[src/rtl/my_seq_adder.sv]
// Multi-cycle adder/subtractor: processes CHUNK bits per clock, LSB slice first,
// and presents a registered sum/cout/ovf with a one-cycle done pulse.

module my_seq_adder_chunk #(
  parameter int W = 4
) (
  input  logic [W-1:0] a_i,
  input  logic [W-1:0] b_i,
  input  logic         ci_i,
  output logic [W-1:0] s_o,
  output logic         co_o,
  output logic         cmsb_o
);
  logic [W:0] t;

  assign t      = {1'b0, a_i} + {1'b0, b_i} + {{W{1'b0}}, ci_i};
  assign s_o    = t[W-1:0];
  assign co_o   = t[W];
  // Carry into the slice MSB, recovered from the MSB sum bit.
  assign cmsb_o = t[W-1] ^ a_i[W-1] ^ b_i[W-1];
endmodule

module my_seq_adder #(
  parameter int WIDTH = 16,
  parameter int CHUNK = 4
) (
  input  logic             clk,
  input  logic             rst,
  input  logic             start,
  input  logic             sub,
  input  logic             cin,
  input  logic [WIDTH-1:0] a,
  input  logic [WIDTH-1:0] b,
  output logic [WIDTH-1:0] sum,
  output logic             cout,
  output logic             ovf,
  output logic             busy,
  output logic             done
);
  localparam int NCHUNK = WIDTH / CHUNK;
  localparam int CW     = (NCHUNK > 1) ? $clog2(NCHUNK) : 1;
  localparam logic [CW-1:0] LAST = CW'(NCHUNK - 1);

  localparam logic [1:0] S_IDLE = 2'd0;
  localparam logic [1:0] S_BUSY = 2'd1;
  localparam logic [1:0] S_DONE = 2'd2;

  logic [1:0]       state_q, state_d;
  logic [CW-1:0]    idx_q, idx_d;
  logic             carry_q, carry_d;
  logic             sub_q, sub_d;
  logic [WIDTH-1:0] a_q, a_d;
  logic [WIDTH-1:0] b_q, b_d;
  logic [WIDTH-1:0] acc_q, acc_d;
  logic [WIDTH-1:0] sum_q, sum_d;
  logic             cout_q, cout_d;
  logic             ovf_q, ovf_d;

  logic [WIDTH-1:0] b_eff;
  logic [CHUNK-1:0] sl_a, sl_b, sl_s;
  logic             sl_co, sl_cmsb;
  int               base;

  assign base  = int'(idx_q) * CHUNK;
  assign b_eff = sub_q ? ~b_q : b_q;
  assign sl_a  = a_q[base +: CHUNK];
  assign sl_b  = b_eff[base +: CHUNK];

  my_seq_adder_chunk #(.W(CHUNK)) u_chunk (
    .a_i    (sl_a),
    .b_i    (sl_b),
    .ci_i   (carry_q),
    .s_o    (sl_s),
    .co_o   (sl_co),
    .cmsb_o (sl_cmsb)
  );

  always_comb begin
    state_d = state_q;
    idx_d   = idx_q;
    carry_d = carry_q;
    sub_d   = sub_q;
    a_d     = a_q;
    b_d     = b_q;
    acc_d   = acc_q;
    sum_d   = sum_q;
    cout_d  = cout_q;
    ovf_d   = ovf_q;
    case (state_q)
      S_IDLE, S_DONE: begin
        if (start) begin
          a_d     = a;
          b_d     = b;
          sub_d   = sub;
          carry_d = sub | cin;
          idx_d   = '0;
          state_d = S_BUSY;
        end else begin
          state_d = S_IDLE;
        end
      end
      S_BUSY: begin
        // Slices collect in acc; sum only changes when the last slice lands.
        acc_d[base +: CHUNK] = sl_s;
        carry_d = sl_co;
        idx_d   = idx_q + 1'b1;
        if (idx_q == LAST) begin
          sum_d   = acc_d;
          cout_d  = sl_co;
          ovf_d   = sl_co ^ sl_cmsb;
          state_d = S_DONE;
        end
      end
      default: state_d = S_IDLE;
    endcase
  end

  always_ff @(posedge clk) begin
    if (rst) begin
      state_q <= S_IDLE;
      idx_q   <= '0;
      carry_q <= 1'b0;
      sub_q   <= 1'b0;
      a_q     <= '0;
      b_q     <= '0;
      acc_q   <= '0;
      sum_q   <= '0;
      cout_q  <= 1'b0;
      ovf_q   <= 1'b0;
    end else begin
      state_q <= state_d;
      idx_q   <= idx_d;
      carry_q <= carry_d;
      sub_q   <= sub_d;
      a_q     <= a_d;
      b_q     <= b_d;
      acc_q   <= acc_d;
      sum_q   <= sum_d;
      cout_q  <= cout_d;
      ovf_q   <= ovf_d;
    end
  end

  assign sum  = sum_q;
  assign cout = cout_q;
  assign ovf  = ovf_q;
  assign busy = (state_q == S_BUSY);
  assign done = (state_q == S_DONE);
endmodule

[config.mk]
export PLATFORM = sky130hd
export DESIGN_NAME = my_seq_adder
export DESIGN_NICKNAME = d
export VERILOG_FILES = /design/src/rtl/my_seq_adder.sv
export SDC_FILE = /design/constraint.sdc
export NUM_CORES = 1
export LEC_CHECK = 0
export ABC_CLOCK_PERIOD_IN_PS = 5450
export BUFFER_PORTS_ARGS = -buffer_cell sky130_fd_sc_hd__buf_4
export CAP_MARGIN = 20
export CORE_UTILIZATION = 55
export CTS_CLUSTER_SIZE = 40
export DETAILED_ROUTE_END_ITERATION = 8
export PLACE_DENSITY = 0.79
export RECOVER_POWER = 100
export SETUP_SLACK_MARGIN = 0.1
export SKIP_CTS_REPAIR_TIMING = 1
export SLEW_MARGIN = 20
export SYNTH_ARGS = -nofsm -noshare
export SYNTH_HDL_FRONTEND = slang
export SYNTH_HIERARCHICAL = 1
export SYNTH_SLANG_ARGS = --single-unit
[constraint.sdc]
create_clock -name clk -period 5.45 [get_ports clk]
set_input_delay 1.09 -clock clk [delete_from_list [all_inputs] [get_ports clk]]
set_output_delay 1.09 -clock clk [all_outputs]
set_load 0.03 [all_outputs]
==> run summary <==
IO Port Bufs: 56
Sw Share: 25.9%
CP arrival: 3.72 ns
hold slack: 0.454 ns
final hold vios: 0
Switch Pwr: 281 uW
die height: 77.3 um
Worst Path Required: 5.70 ns
post-detail-place hpwl: 4290 um
Overflow after GRT: 0
global-route wire length before repair: 10900 um
Met3 Wirelength: 301 um
via count: 2616
gpl congestion: 0.772
dominant synthesized flop cell: dfxtp_1
Routed Antenna Nets: 0
vias per inst: 5.54
clk buf depth: 2
die area: 0.00598 sq mm
Register Area: 0.00136 sq mm
antenna cells: 0
Setup TNS: 0 ns
Num CTS Buffers: 9
post-placement setup slack: 2.08 ns
Clk Latency, worst-skew pair: 0.34 ns
design area: 0.00361 sq mm
Final Max Slew Viols: 0
largest net degree at the start of global routing: 69
max layer used: met4
FFs w/ async S/R, synth: 0%
H-tree depth: 3
PwrDens: 301 mW/mm^2
WL met2: 3170 um
IO Pins: 57
register bit total from synthesis: 68
RSZ-0062 raised after global routing: false
initial drt markers: 151
fin nets: 443
Seq/Total Area, Yosys: 43.6%
post-DR wirelength/cell: 13.5 um
Rows: 27
post-route worst setup slack: 1.98 ns
synth unique cells: 37
Worst VDD drop: 190 uV
power share of the clock group: 36.2%
outcome: finished, final reports clean
CORE AREA: 0.00547 sq mm
fin crit share: 63.6%
starting density of the core: 57.0%
fraction of layout cells with a size suffix above 1: 13.3%
CTS tree: yes
Comb pwr share: 14.8%
wl on met1: 2740 um
CP startpoint kind: flip-flop
clk_skew: 0.00773 ns
Reg clk slew, reported paths: 0.07 ns
drt first pass iters: 4
# DRC: 0
critical path class: flip-flop to flip-flop
worst-path maximum fanout: 18
Max Clk Rate: 0.288 GHz
area of the multi-input gates: 0.00158 sq mm
P_leak: 0.00139 uW
CTS Sinks: 68
final worst path period need: 3.47 ns
number of flops mapped to enable cells by yosys: 0
die width: 77.3 um
number of global-route vias before repair: 2450
internal power: 805 uW
Hold WC Path Type: flip-flop to flip-flop
filler cell count: 483
Avg Inst Size Synth: 8.81 sq um
initial antenna violation count: 0
Worst-Margin Slew: 1.46 ns
Sequential Power Share: 48.9%
Max Cap Viol: 0
Slew HR: 2.35%
yosys warns: 6
# setup viols final: 0
area of placed instances: 0.00351 sq mm
routed wire length: 6380 um
layout overhead on the synthesized area: 15.6%
syn nets: 401
Syn Inst Count: 354
root buffer cell: clkbuf_8
CP Capture Type: flip-flop
Mapped Area: 0.00312 sq mm
GR Util All Layers: 23.2%
[layer usage]
metal  track usage (%)  up-vias
met4              13.2        0
met5                 0        -
met2              38.8       93
met1              27.8     1192
met3              4.17       20
li1                  -     1311
[worst max-delay path, cell delays in order (launching register included)]
cell and delay, ns:
dfxtp_1 0.83, mux4_1 0.67, xor2_1 0.18, fa_1 0.44, a21o_1 0.18, a21oi_1 0.27, xnor2_1 0.38, nand3_1 0.16
a311oi_1 0.27
[power groups by stage]
stage | logic [uW] | registers, uW | clock network [uW]
2_1_floorplan | 125 | 534 | 0
3_3_place_gp | 158 | 542 | 0
3_5_place_dp | 162 | 543 | 0
4_1_cts | 163 | 532 | 399
5_1_grt | 177 | 534 | 418
6_report | 161 | 532 | 394
[path summary, 6_finish.rpt]
| path | slack, ns | cells past startpoint | from | end |
|---|---|---|---|---|
| worst max register to register | 1.98 | 8 | idx_q[0] | sum[11] |
| worst max-delay path | 1.98 | 8 | idx_q[0] | sum[11] |
| worst min register to register | 0.45 | 2 | cout | cout |
| worst min-delay path | 0.45 | 2 | cout | cout |
[cells in the final DEF (no fill, tap or decap)]
master	n
and3b_1	2
nand3b_1	4
nand3_1	11
ha_1	8
o21ai_0	3
buf_4	36
mux4_1	8
and4bb_2	2
nor2_1	21
a22oi_1	1
xor2_1	4
clkbuf_8	10
a21o_1	1
nand4b_1	1
bufinv_16	1
nand2_1	81
a311oi_1	4
fa_1	2
clkinv_1	1
dfxtp_1	68
clkbuf_4	1
nor2b_2	1
nor3b_1	1
a31oi_1	1
a221oi_1	6
a32oi_1	6
nor3b_4	1
nor3_1	6
nor2b_1	4
inv_1	8
a211oi_1	3
clkbuf_1	24
clkinv_2	1
a21oi_1	48
nand2b_1	7
nand4_1	5
and4b_1	1
xnor2_1	6
nor4bb_1	1
[metrics by stage]
stage                     total power (uW)  util, %  cells
after floorplan                        659        -    354
after global placement                 700     64.2    457
after detailed placement               705     64.2    457
after CTS                             1090     67.6    472
after global routing                  1130     65.9    472
final                                 1090     65.9    472
[cells in the mapped netlist (7+ instances only)]
library cell	n	area share (%)
a21oi_1	47	7.5
buf_2	11	1.8
clkbuf_1	14	1.7
dfxtp_1	68	44
ha_1	8	3.2
inv_1	8	0.96
mux4_1	8	6.7
nand2_1	81	9.7
nand2b_1	7	1.4
nand3_1	11	1.8
nor2_1	21	2.5
[state kept, by name, indices dropped and copies added (netlist names)]
register,cells
idx_q,2
b_q,16
sub_q,1
acc_q,12
ovf,1
a_q,16
carry_q,1
sum,16
cout,1
state_q,2
[final cells by class]
cell class,instances,share of cell area (%)
well taps,72,2.50
inverters,9,0.937
repair buffers,58,9.89
clock buffers,13,4.13
flip-flops and latches,68,37.7
multi-input cells,250,43.8
clock inverters,2,0.971
[cell families after synthesis]
logic type,share of synthesized area [%]
AOI/OAI and AO/OA,14.4
buffers and inverters,5.37
DFF,43.6
xor gates and xnor gates,2.81
and+or+nand+nor,22.5
muxes,6.74
adders and majority gates,4.49
(Power assumes the default switching activity.)
